--- config.mk ---
export PLATFORM = sky130hd
export DESIGN_NAME = facc
export DESIGN_NICKNAME = d
export VERILOG_FILES = /design/src/rtl/facc_pkg.sv /design/src/rtl/facc_lzc.sv /design/src/rtl/facc.sv
export SDC_FILE = /design/constraint.sdc
export NUM_CORES = 1
export LEC_CHECK = 0
export ABC_AREA = 1
export CORE_MARGIN = 10
export CORE_UTILIZATION = 61
export CTS_BUF_LIST = sky130_fd_sc_hd__clkbuf_8
export CTS_CLUSTER_DIAMETER = 120
export DETAILED_ROUTE_END_ITERATION = 10
export PLACE_DENSITY = 0.9
export SKIP_LAST_GASP = 1
export SLEW_MARGIN = 10
export SYNTH_ARGS = -nofsm -noshare
export SYNTH_HDL_FRONTEND = slang
export SYNTH_SLANG_ARGS = --single-unit
--- constraint.sdc ---
create_clock -name clk -period 5.3 [get_ports clk]
set_input_delay 1.06 -clock clk [delete_from_list [all_inputs] [get_ports clk]]
set_output_delay 1.06 -clock clk [all_outputs]
set_load 0.05 [all_outputs]
--- src/rtl/facc_pkg.sv ---
`default_nettype none
// +----------------------------------------------------------------------------+
// | facc_pkg : shared types and constants for the FP accumulator               |
// | Revision : 1.0                                                             |
// +----------------------------------------------------------------------------+
package facc_pkg;

    localparam int EXP_WIDTH  = 8;
    localparam int MANT_WIDTH = 23;
    localparam int SIG_WIDTH  = MANT_WIDTH + 1;
    localparam int EXP_BIAS   = 127;
    localparam int EXP_MAX    = 2 * EXP_BIAS + 1;

    localparam logic [31:0] FP_NAN     = 32'h7FC0_0000;
    localparam logic [31:0] FP_POS_INF = 32'h7F80_0000;
    localparam logic [31:0] FP_ZERO    = 32'h0000_0000;

    typedef enum logic [2:0] {
        S_IDLE  = 3'd0,
        S_ALIGN = 3'd1,
        S_ADD   = 3'd2,
        S_NORM  = 3'd3,
        S_ROUND = 3'd4,
        S_OUT   = 3'd5
    } state_t;

endpackage
`default_nettype wire

--- src/rtl/facc_lzc.sv ---
`default_nettype none
// +----------------------------------------------------------------------------+
// | facc_lzc : leading-zero counter; returns WIDTH for an all-zero input       |
// | Revision : 1.0                                                             |
// +----------------------------------------------------------------------------+
module facc_lzc
    import facc_pkg::*;
#(
    parameter int WIDTH = SIG_WIDTH + 3,
    parameter int CW    = $clog2(WIDTH + 1)
) (
    input  logic [WIDTH-1:0] value,
    output logic [CW-1:0]    count
);

    // Scanning upward lets the highest set bit win.
    always_comb begin
        count = CW'(WIDTH);
        for (int i = 0; i < WIDTH; i++) begin
            if (value[i]) begin
                count = CW'(WIDTH - 1 - i);
            end
        end
    end

endmodule
`default_nettype wire

--- src/rtl/facc.sv ---
`default_nettype none
// +----------------------------------------------------------------------------+
// | facc : multi-cycle IEEE-754 single-precision group accumulator.            |
// |        Define FACC_ROUND_NEAREST_EN for round-to-nearest-even (else trunc). |
// | Revision : 1.0                                                             |
// +----------------------------------------------------------------------------+
module facc
    import facc_pkg::*;
#(
    parameter int GUARD_BITS = 3
) (
    input  logic        clk,
    input  logic        rst,
    input  logic        in_valid,
    output logic        in_ready,
    input  logic [31:0] in_data,
    input  logic        in_last,
    output logic        out_valid,
    input  logic        out_ready,
    output logic [31:0] out_data,
    output logic        busy
);

    localparam int W  = SIG_WIDTH + GUARD_BITS;
    localparam int CW = $clog2(W + 1);
    localparam int SW = $clog2(W);
    localparam int XW = EXP_WIDTH + 2;
    localparam logic [EXP_WIDTH-1:0] W_EXP = EXP_WIDTH'(W);

    state_t r_state, w_next;

    logic [31:0]   r_op, r_acc, r_spec_val;
    logic          r_last, r_nan, r_special, r_sign, r_sub;
    logic [XW-1:0] r_exp;
    logic [W-1:0]  r_big_sig, r_small_sig, r_norm;
    logic [W:0]    r_sum;

    // ---------------- state register and next-state ----------------
    always_ff @(posedge clk) begin
        if (rst) begin
            r_state <= S_IDLE;
        end else begin
            r_state <= w_next;
        end
    end

    always_comb begin
        w_next = r_state;
        case (r_state)
            S_IDLE:  if (in_valid) w_next = S_ALIGN;
            S_ALIGN: w_next = S_ADD;
            S_ADD:   w_next = S_NORM;
            S_NORM:  w_next = S_ROUND;
            S_ROUND: w_next = r_last ? S_OUT : S_IDLE;
            S_OUT:   if (out_ready) w_next = S_IDLE;
            default: w_next = S_IDLE;
        endcase
    end

    assign in_ready  = (r_state == S_IDLE);
    assign out_valid = (r_state == S_OUT);
    assign busy      = (r_state != S_IDLE);
    assign out_data  = out_valid ? (r_nan ? FP_NAN : r_acc) : FP_ZERO;

    // ---------------- ALIGN: classify, order by magnitude, shift ----------------
    logic [31:0]          w_op, w_big, w_small, w_spec_val;
    logic                 w_op_nan, w_op_inf, w_acc_inf, w_swap, w_special, w_nan_set;
    logic [W-1:0]         w_big_sig, w_small_sig, w_small_aligned, w_lost;
    logic [EXP_WIDTH-1:0] w_diff;

    // Zero and subnormal operands collapse to +0.
    assign w_op      = (r_op[30:23] == '0) ? FP_ZERO : r_op;
    assign w_op_nan  = (&w_op[30:23]) && (|w_op[22:0]);
    assign w_op_inf  = (w_op[30:0] == FP_POS_INF[30:0]);
    assign w_acc_inf = (r_acc[30:0] == FP_POS_INF[30:0]);
    assign w_swap    = (w_op[30:0] > r_acc[30:0]);
    assign w_big     = w_swap ? w_op : r_acc;
    assign w_small   = w_swap ? r_acc : w_op;
    assign w_diff    = w_big[30:23] - w_small[30:23];

    assign w_big_sig   = {|w_big[30:23], w_big[22:0], {GUARD_BITS{1'b0}}};
    assign w_small_sig = {|w_small[30:23], w_small[22:0], {GUARD_BITS{1'b0}}};

    assign w_nan_set  = w_op_nan || (w_acc_inf && w_op_inf && (r_acc[31] != w_op[31]));
    assign w_special  = w_op_nan || w_acc_inf || w_op_inf;
    assign w_spec_val = (w_op_nan || w_acc_inf) ? r_acc : w_op;

    always_comb begin
        w_small_aligned = '0;
        w_lost          = '0;
        if (w_diff >= W_EXP) begin
            w_small_aligned = {{(W-1){1'b0}}, |w_small_sig};
        end else begin
            w_small_aligned    = w_small_sig >> w_diff[SW-1:0];
            w_lost             = w_small_sig & ~({W{1'b1}} << w_diff[SW-1:0]);
            w_small_aligned[0] = w_small_aligned[0] | (|w_lost);
        end
    end

    // ---------------- NORM: leading-zero count ----------------
    logic [CW-1:0] w_lz;

    facc_lzc #(
        .WIDTH (W)
    ) u_lzc (
        .value (r_sum[W-1:0]),
        .count (w_lz)
    );

    // ---------------- ROUND: rounding increment and packing ----------------
    logic                 w_inc, w_zero;
    logic [SIG_WIDTH-1:0] w_rnd;
    logic [XW-1:0]        w_rexp;
    logic [31:0]          w_packed;

`ifdef FACC_ROUND_NEAREST_EN
    logic w_guard, w_rs;
    assign w_guard = r_norm[GUARD_BITS-1];
    assign w_rs    = |r_norm[GUARD_BITS-2:0];
    assign w_inc   = w_guard && (w_rs || r_norm[GUARD_BITS]);
`else
    logic w_unused_grs;
    assign w_unused_grs = ^r_norm[GUARD_BITS-1:0];
    assign w_inc        = 1'b0;
`endif

    // An all-ones fraction rounding up leaves a zero fraction and a carry.
    assign w_rnd  = {1'b0, r_norm[W-2:GUARD_BITS]} + SIG_WIDTH'(w_inc);
    assign w_rexp = r_exp + XW'(w_rnd[SIG_WIDTH-1]);
    assign w_zero = ~r_norm[W-1];

    always_comb begin
        w_packed = FP_ZERO;
        if (r_special) begin
            w_packed = r_spec_val;
        end else if (w_zero) begin
            w_packed = FP_ZERO;
        end else if (!w_rexp[XW-1] && (w_rexp >= XW'(EXP_MAX))) begin
            w_packed = {r_sign, FP_POS_INF[30:0]};
        end else if (w_rexp[XW-1] || (w_rexp == '0)) begin
            w_packed = FP_ZERO;
        end else begin
            w_packed = {r_sign, w_rexp[EXP_WIDTH-1:0], w_rnd[MANT_WIDTH-1:0]};
        end
    end

    // ---------------- datapath registers ----------------
    always_ff @(posedge clk) begin
        if (rst) begin
            r_op        <= FP_ZERO;
            r_last      <= 1'b0;
            r_acc       <= FP_ZERO;
            r_nan       <= 1'b0;
            r_special   <= 1'b0;
            r_spec_val  <= FP_ZERO;
            r_sign      <= 1'b0;
            r_sub       <= 1'b0;
            r_exp       <= '0;
            r_big_sig   <= '0;
            r_small_sig <= '0;
            r_sum       <= '0;
            r_norm      <= '0;
        end else begin
            case (r_state)
                S_IDLE: begin
                    if (in_valid) begin
                        r_op   <= in_data;
                        r_last <= in_last;
                    end
                end
                S_ALIGN: begin
                    r_nan       <= r_nan | w_nan_set;
                    r_special   <= w_special;
                    r_spec_val  <= w_spec_val;
                    r_sign      <= w_big[31];
                    r_sub       <= w_big[31] ^ w_small[31];
                    r_exp       <= XW'(w_big[30:23]);
                    r_big_sig   <= w_big_sig;
                    r_small_sig <= w_small_aligned;
                end
                S_ADD: begin
                    r_sum <= r_sub ? ({1'b0, r_big_sig} - {1'b0, r_small_sig})
                                   : ({1'b0, r_big_sig} + {1'b0, r_small_sig});
                end
                S_NORM: begin
                    if (r_sum[W]) begin
                        r_norm <= r_sum[W:1] | {{(W-1){1'b0}}, r_sum[0]};
                        r_exp  <= r_exp + XW'(1);
                    end else begin
                        r_norm <= r_sum[W-1:0] << w_lz;
                        r_exp  <= r_exp - XW'(w_lz);
                    end
                end
                S_ROUND: begin
                    r_acc <= w_packed;
                end
                S_OUT: begin
                    if (out_ready) begin
                        r_acc <= FP_ZERO;
                        r_nan <= 1'b0;
                    end
                end
                default: ;
            endcase
        end
    end

endmodule
`default_nettype wire

==> Word level (Yosys, flattened, before mapping) <==
Index checks and enable logic that the tools add are counted.
W data, S select, Z words.
{ "word_totals": {"input_bits": 37, "word_cells": 117, "output_inout_bits": 35, "register_bits": 220} }
{ "op_classes": {"shift": 3, "muxes": 50, "bitwise_logic": 6, "reduce_logical": 26, "addsub": 5, "n_lt_le_gt_ge": 3, "eq_ne": 10} }
{ "ops": {"columns": ["op", "n"], "rows": [
  ["$mux W32", 11],
  ["$mux W5", 16],
  ["$pmux W32 S2", 1],
  ["$eq A31 B31 Y1 const B", 2],
  ["$mux W27", 2],
  ["$mux W4", 8],
  ["$gt A31 B31 Y1", 1],
  ["$reduce_or A31 Y1", 1],
  ["$add A27 B27 Y28", 1],
  ["$mux W28", 1],
  ["$sub A27 B27 Y28", 1],
  ["$and A27 B27 Y27", 1],
  ["$not A27 Y27", 1],
  ["$or A27 B1 Y27", 1],
  ["$reduce_or A27 Y1", 1],
  ["$shl A27 B5 Y27", 1],
  ["$shl A27 B5 Y27 const A", 1],
  ["$shr A27 B5 Y27", 1],
  ["$reduce_or A23 Y1", 1],
  ["$pmux W10 S2", 1],
  ["$pmux W3 S6", 1],
  ["$reduce_or A8 Y1", 2],
  ["$add A10 B1 Y10 const B", 1],
  ["$ge A10 B8 Y1 const B", 1],
  ["26 further kinds", 44]
]} }

==> Depth between registers and ports, before layout <==
Gate-level depths: netlist of run 1.
{ "logic_depth": {"word_depth": 30, "mapped_depth": 48} }

==> Hierarchy <==
From an unflattened synthesis of run 1, not the netlist that was laid out.
{ "unflattened": {"hier_cells": 2778, "area_unflattened_um2": 16920.0} }
{ "by_module_without_submodules": {"columns": ["module", "seq_area_each_um2", "area_each_um2", "cells_per_inst", "n_inst"], "rows": [
  ["facc", 4344.2, 16567.1, 2698, 1],
  ["facc_lzc", 0.0, 352.8, 80, 1]
]} }

==> Least setup slack after synthesis of run 1 <==
Ideal clock, no wire load.
{ "synth_timing": {"path_kind": "reg2reg", "startpoint": "register r_op[28]", "endpoint": "register r_small_sig[10]", "required_time_ns": 5.172, "arrival_time_ns": 4.284, "path_stages_with_launch": 30, "setup_ns": 0.128, "slack_ns": 0.888, "period_less_slack_ns": 4.412, "path_cell_list": "dfxtp_1 -> inv_1 -> nand4_1 -> nor2_1 -> clkbuf_1 -> nor2_1 -> ha_1 -> nand2_1 -> o21ai_0 -> a21boi_0 -> o21ai_0 -> a21oi_1 -> nand2_1 -> nand2_2 -> buf_6 -> nand2_1 -> nand3_1 -> ha_1 -> inv_1 -> clkbuf_1 -> clkbuf_1 -> nor2_1 -> a31oi_1 -> o21ai_1 -> o21ai_1 -> nand2_1 -> o21ai_1 -> nor2_1 -> a21oi_1 -> nor2_1"} }
{ "synth_between": {"elab_chain_cells": 7, "elab_cells_between_ends": 10} }
{ "synth_rtl": {"columns": ["item", "line_no", "source"], "rows": [
  ["start: declaration", "facc.sv:32", "logic [31:0] r_op, r_acc, r_spec_val;"],
  ["start signal: assignment", "facc.sv:167", "r_op <= in_data;"],
  ["$logic_not A8 Y1", "facc.sv:72", "assign w_op = (r_op[30:23] == '0) ? FP_ZERO : r_op;"],
  ["$mux W32 *", "facc.sv:72", null],
  ["$gt A31 B31 Y1", "facc.sv:76", "assign w_swap = (w_op[30:0] > r_acc[30:0]);"],
  ["$mux W32 (on tied branches)", "facc.sv:77, facc.sv:78", null],
  ["$sub A8 B8 Y8 or $reduce_or A8 Y1 (tied branches)", "facc.sv:79, facc.sv:82", null],
  ["$ge A8 B5 Y1 or $shr A27 B5 Y27 (tied branches)", "facc.sv:91, facc.sv:94", null],
  ["$mux W27 *", "facc.sv:91", "if (w_diff >= W_EXP) begin"],
  ["end signal: assignment", "facc.sv:179", "r_small_sig <= w_small_aligned;"],
  ["end: declaration", "facc.sv:35", "logic [W-1:0] r_big_sig, r_small_sig, r_norm;"]
]} }
Every way passes the cells marked *; elsewhere a longest branch is shown, timed or not.
A chain may end at the register's enable or synchronous reset.

==> Worst setup path in the final report of run 1 <==
{ "layout_timing": {"startpoint": "register r_op[26]", "endpoint": "register r_small_sig[3]"} }
Same word-level chain as after synthesis.

==> flow_summary.toml, run 1 <==
[cts]
clock-sinks = 217
cts_max_path_buffers = 3
hold_buffers = 0
cts_tree = "done"
cts_buffers = 38
htreeDepth = 2
cts.clk_slew.worst_paths_ps = 60
clock_latency_ps = 590
clock-root-buffer = "clkbuf_8"

[power_and_ir_drop]
power_mw = 8.54
ir_drop_v = 0.000304
p_per_area_nw_per_um2 = 469
p_leak_nw = 8.04

[worst_setup_path]
endpoint_kind = "register"
cp_data_required_time_ps = 5740
cp.arrival_ps = 5360
max_stage_delay_ps = 450
crit_slowest_cell = "buf_6"
critPathLaunchType = "register"
critical_path_class = "register to register"
worstPathMaxFanout = 91

[sta]
period_share = 0.928
worst_pin_slew_ps = 1170
skew_ps = 61.6
clock.fmax_ghz = 0.203
slew_headroom = 0.217
fin_tns_setup_ps = 0
finalSetupViolations = 0
final_max_slew_viol_count = 0
hold_violations = 0
fin_crit_ps = 4920

[floorplanning]
num_io_pins = 72
rows = 60
dieArea_sq_um = 34000
core_sq_um = 26800
start_util = 0.615
die_y_microns = 184
die_w_microns = 184

[outcome]
status = "completed"

[global_routing]
grt_pass1_vias = 17400
antenna_found_initial = 2
grt_max_degree = 92
grt_pass1_wl_microns = 94700
gr-usage-all-layers = 0.346
gr-total-overflow = 0

[synth]
synth_ff_type = "dfxtp_1"
synthTopCellsByArea = "dfxtp_1 26%, nand2_1 16%, a21oi_1 10%"
synthCells = 2687
syn_area_sq_um = 16500
ys_warn_count = 0
yosys.area.top_type = "dfxtp_1"
synth_top_area_share = 0.263
async_reset_ff_frac = 0
ys_ff_latch = 217
synth_nets = 2818
ys_seq_area_frac = 0.263
postSynthAreaPerCell_sq_um = 6.14
yosysUniqueCellTypes = 54
synth_edf_count = 0

[final_layout]
multi_input_area_sq_um = 10400
final_net_count = 2809
fillers = 2384
syn2layout_area_growth_pct = 10.5
layout.cells.non_filler = 3047
drive_gt1_frac = 0.0510
diodes = 0
seqCellArea_sq_um = 4350

[routing]
drt_iter0_markers = 3018
drc = 0
vias_per_cell = 6.28
drtAntennaViolNets = 0
dr.pass1.iters = 6
wire_per_inst_microns = 19.9
routed_wl_microns = 60600
via_count = 19100

[hold_path]
min_path_type = "register to register"

[placed_design]
dpl.cell_count = 2977
dp_hpwl_microns = 44800
port_buffers = 71
gp_congestion = 1.01

[job]
cap_violations = 0
-- power breakdown --
part	internal, mW	switching, mW
combinational	1.42	3.39
sequential	1.76	0.142
clock	1.04	0.786
-- area by class of cell --
cell class | instances | area share
multi-input cells | 2015 | 0.572
flip-flops and latches | 217 | 0.238
inverters | 295 | 0.0610
repair buffers | 110 | 0.0567
clock buffers | 42 | 0.0317
well taps | 341 | 0.0234
clock inverters | 26 | 0.0164
repair inverters | 1 | 0.000275
-- sequential cells by signal, summed over array words and instances, names as in the netlist --
name / flops
r_special: 1
r_exp: 10
r_norm: 24
r_nan: 1
r_sub: 1
r_big_sig: 24
r_spec_val: 32
r_last: 1
r_small_sig: 27
r_op: 32
r_acc: 32
r_sum: 28
r_sign: 1
r_state: 3
-- metal layers --
layer / share of wire / vias to the layer above / GRT usage
li1: - / 8949 / -
met1: 0.40 / 8691 / 0.449
met2: 0.42 / 1250 / 0.523
met3: 0.12 / 243 / 0.0793
met4: 0.058 / 4 / 0.186
met5: 0.00045 / - / 0
-- worst max-delay path, delay by kind of cell, from the launching register on --
family,cells,cell delay (ps)
AOI/OAI and AO/OA,6,1450
DFF,1,330
buffers and inverters,5,1080
adders and majority gates,1,300
and+or+nand+nor,13,1580
-- worst paths after layout --
| check | from | endpoint | slack (ps) | cells after the start |
|---|---|---|---|---|
| min | r_spec_val[24] | r_spec_val[24] | 470 | 2 |
| min reg2reg | r_spec_val[24] | r_spec_val[24] | 470 | 2 |
| max | r_op[26] | r_small_sig[3] | 380 | 25 |
| max reg2reg | r_op[26] | r_small_sig[3] | 380 | 25 |
-- repair_timing --
item	CTS	global route
gates resized for setup	0	6
setup endpoints to repair	0	18
setup buffers	0	1
-- cells in the final DEF (no fill, tap or decap), types with 13 or more instances in the layout --
| cell | n |
|---|---|
| nand3_1 | 208 |
| clkdlybuf4s50_1 | 70 |
| o21ai_1 | 48 |
| a32o_1 | 21 |
| a31oi_1 | 15 |
| nor4_1 | 18 |
| ha_1 | 92 |
| a21oi_1 | 343 |
| nand2_1 | 696 |
| nor2_1 | 147 |
| dfxtp_1 | 216 |
| nor3_1 | 13 |
| inv_1 | 287 |
| o211ai_1 | 45 |
| o21ai_0 | 230 |
| xor2_1 | 26 |
| clkbuf_8 | 42 |
| buf_4 | 36 |
| nand4_1 | 26 |
-- cells by family after synthesis --
logic type      share of synthesized area
compound gates                      0.248
xor+xnor                           0.0159
fa+ha+maj                          0.0722
buf+inv                             0.107
flops                               0.263
mux                               0.00243
simple gates                        0.291
-- synth_stat cells (3+ instances only) --
cell / count
a211oi_1: 3
a21boi_0: 9
a21oi_1: 344
a31oi_1: 16
a32o_1: 21
and2_1: 3
buf_1: 9
buf_2: 13
buf_4: 4
buf_6: 3
clkbuf_1: 131
clkinv_1: 7
dfxtp_1: 217
ha_1: 92
inv_1: 283
inv_2: 5
mux2i_1: 4
nand2_1: 697
nand2_2: 5
nand3_1: 208
nand4_1: 26
nor2_1: 149
nor3_1: 14
nor4_1: 18
o211ai_1: 45
o21a_1: 7
o21ai_0: 232
o21ai_1: 47
o21bai_1: 6
o22ai_1: 3
o31ai_1: 4
or2_1: 4
or2_2: 3
xnor2_1: 4
xor2_1: 26
-- stage by stage --
step                       util  hold slack [ps]  area, sq um  setup slack (ps)
after global placement    0.646              448        17300               356
after global routing      0.680              485        18200           -0.0457
final                     0.680              467        18200               381
after detailed placement  0.646              454        17300               269
after floorplan               -              430        16500               888
after CTS                 0.679              463        18200               270
Power figures use the tool's default switching activity.
==> run 2: changes to the inputs <==
Settings changed: CORE_UTILIZATION 61 to 50, PLACE_DENSITY 0.9 to 0.78.
==> run 2 against run 1 <==
  * Count of clock-buffer cells in the layout up 13
  * Die area rose by 20%
  * Sequential power hardly changed
  * Cell count is 3.7% higher
  * Fmax is 3.0% higher
  * Combinational power grew 1%
  * Sequential share of layout area fell by 0.37 points
  * Flip-flop and latch count unchanged
  * Critical path depth grew 2
  * Critical path type unchanged
  * Largest power group unchanged
  * Highest routed layer unchanged
==> flow_summary.toml, run 2 (synthesis results as in run 1) <==
[global_routing]
antenna_found_initial = 1
gr-usage-all-layers = 0.293
gr-total-overflow = 0
grt_pass1_wl_microns = 96700
grt_max_degree = 92
grt_pass1_vias = 16900

[worst_setup_path]
cp.arrival_ps = 5250
crit_buf_inv = 6
reg2reg_setup_slack_ps = 520
worstPathMaxFanout = 28
cp_data_required_time_ps = 5770
rr_worst_depth = 27
cp.depth = 27
critical_path_class = "register to register"
critPathLaunchType = "register"
crit_slowest_cell = "xor2_1"
r2r-start = "r_op[28]"
r2r-end = "r_small_sig[15]"
endpoint_kind = "register"
max_stage_delay_ps = 390
cp_top_family = "simple AND/OR/NAND/NOR gates"
cpMostUsedCell = "nand2_1"

[hold_path]
hold_path_depth = 2
min_path_type = "register to register"
worstHoldStart = "r_op[4]"
min_to = "r_op[4]"

[sta]
slew_headroom = 0.209
fin_crit_ps = 4780
period_share = 0.901
fin_tns_setup_ps = 0
rsz0062_at_grt = "false"
clock.fmax_ghz = 0.209
worst_pin_slew_ps = 1180
hold_violations = 0
skew_ps = 26.9
finalSetupViolations = 0
hold_slack_ps = 453
final_max_slew_viol_count = 0

[floorplanning]
core_sq_um = 32500
die_w_microns = 202
die_y_microns = 202
num_io_pins = 72
start_util = 0.507
rows = 66
dieArea_sq_um = 40600

[routing]
vias_per_cell = 5.89
drtAntennaViolNets = 0
routed_wl_microns = 62800
wire_per_inst_microns = 19.9
dr.pass1.iters = 7
drt_iter0_markers = 2487
drc = 0
via_count = 18600

[final_layout]
diodes = 0
seqCellArea_sq_um = 4350
fillers = 3299
drive_gt1_frac = 0.0552
final_cell_mix = "696 x nand2_1, 343 x a21oi_1, 286 x inv_1"
multi_input_area_sq_um = 10400
final_net_count = 2821
finish.utilization = 0.569
syn2layout_area_growth_pct = 12.3
final_common_cell = "nand2_1"
layout.cells.non_filler = 3159
largestRegisters = "r_acc: 32 flops, r_op: 32 flops, r_spec_val: 32 flops"

[cts]
clock_latency_ps = 550
clock-root-buffer = "clkbuf_8"
htreeDepth = 2
cts_buffers = 40
cts.clk_slew.worst_paths_ps = 60
clock-sinks = 217
cts_tree = "done"
cts_max_path_buffers = 3

[placed_design]
gp_congestion = 1.00
dpl.cell_count = 3089
dp_hpwl_microns = 47400
port_buffers = 71

[power_and_ir_drop]
ir_drop_v = 0.000338
p_leak_nw = 8.15
p_per_area_nw_per_um2 = 470

[outcome]
status = "completed"

[job]
cap_violations = 0
[run 2: cell types whose count changed in the layout (fill, tap and decap cells not counted), sizes merged]
| cell | change |
|---|---|
| clkbuf | +13 |
| clkinvlp | -4 |
| clkinv | -5 |
| inv | -3 |
| buf | +11 |
| bufinv | -1 |
[run 2: where the power goes]
group	internal, mW	switching (mW)	leakage (nW)	total, mW
combinational	1.45	3.43	5.88	4.88
sequential	1.76	0.147	1.76	1.91
clock	1.17	0.740	0.503	1.91
[run 2: timing repair]
item / CTS / global route
endpoints found under the setup margin: 0 / 3
hold buffers: 0 / 0
resized for setup: 0 / 2
buffers inserted: 0 / 1
[run 2: cell type report]
| type | instances | share of cell area |
|---|---|---|
| Tap cell | 442 | 0.0299 |
| Clock buffer | 55 | 0.0409 |
| Clock inverter | 14 | 0.0106 |
| Inverter | 295 | 0.0599 |
| Sequential cell | 217 | 0.235 |
| Timing Repair Buffer | 121 | 0.0606 |
| Multi-Input combinational cell | 2015 | 0.563 |
[run 2: layer usage]
metal / global-route usage / up-vias / wire (microns)
li1: - / 8966 / -
met1: 0.392 / 8549 / 26300
met2: 0.459 / 937 / 27700
met3: 0.0405 / 155 / 5670
met4: 0.137 / 2 / 3120
met5: 0 / - / 17
[run 2: worst reg2reg max path, stage by stage (launching register included)]
cell and delay (ps):
dfxtp_1 340, inv_1 150, nand4_1 160, nor2_1 220, buf_12 200, nor2_1 60, buf_4 140, ha_1 270
nand2_1 140, o21ai_0 120, a21boi_0 180, o21ai_0 100, a21oi_1 130, nand2_1 100, nand2_4 110, buf_4 280
nand2_1 90, o21ai_1 190, nand2_1 120, o21ai_0 180, inv_1 60, nand2_1 80, xor2_1 390, nand3_4 210
nor3_4 280, buf_12 160, o211ai_1 100, a21oi_1 140
[run 2: worst max-delay path by stage]
| stage | slack (ps) | from | endpoint |
|---|---|---|---|
| after floorplan | 890 | r_op[28] | r_small_sig[10] |
| after global placement | 630 | r_sum[4] | r_exp[9] |
| after detailed placement | 510 | r_op[28] | r_small_sig[15] |
| after CTS | 480 | r_op[30] | r_small_sig[15] |
| after global routing | 80 | r_sum[0] | r_exp[9] |
| final | 520 | r_op[28] | r_small_sig[15] |
[run 2: metrics by stage]
step | total power [mW] | worst slack [ps] | instance area (sq um)
final | 8.69 | 524 | 18500
after global routing | 9.30 | 75.3 | 18500
after detailed placement | 6.67 | 513 | 17500
after CTS | 8.58 | 484 | 18500
after floorplan | 5.28 | 888 | 16500
after global placement | 6.67 | 628 | 17500
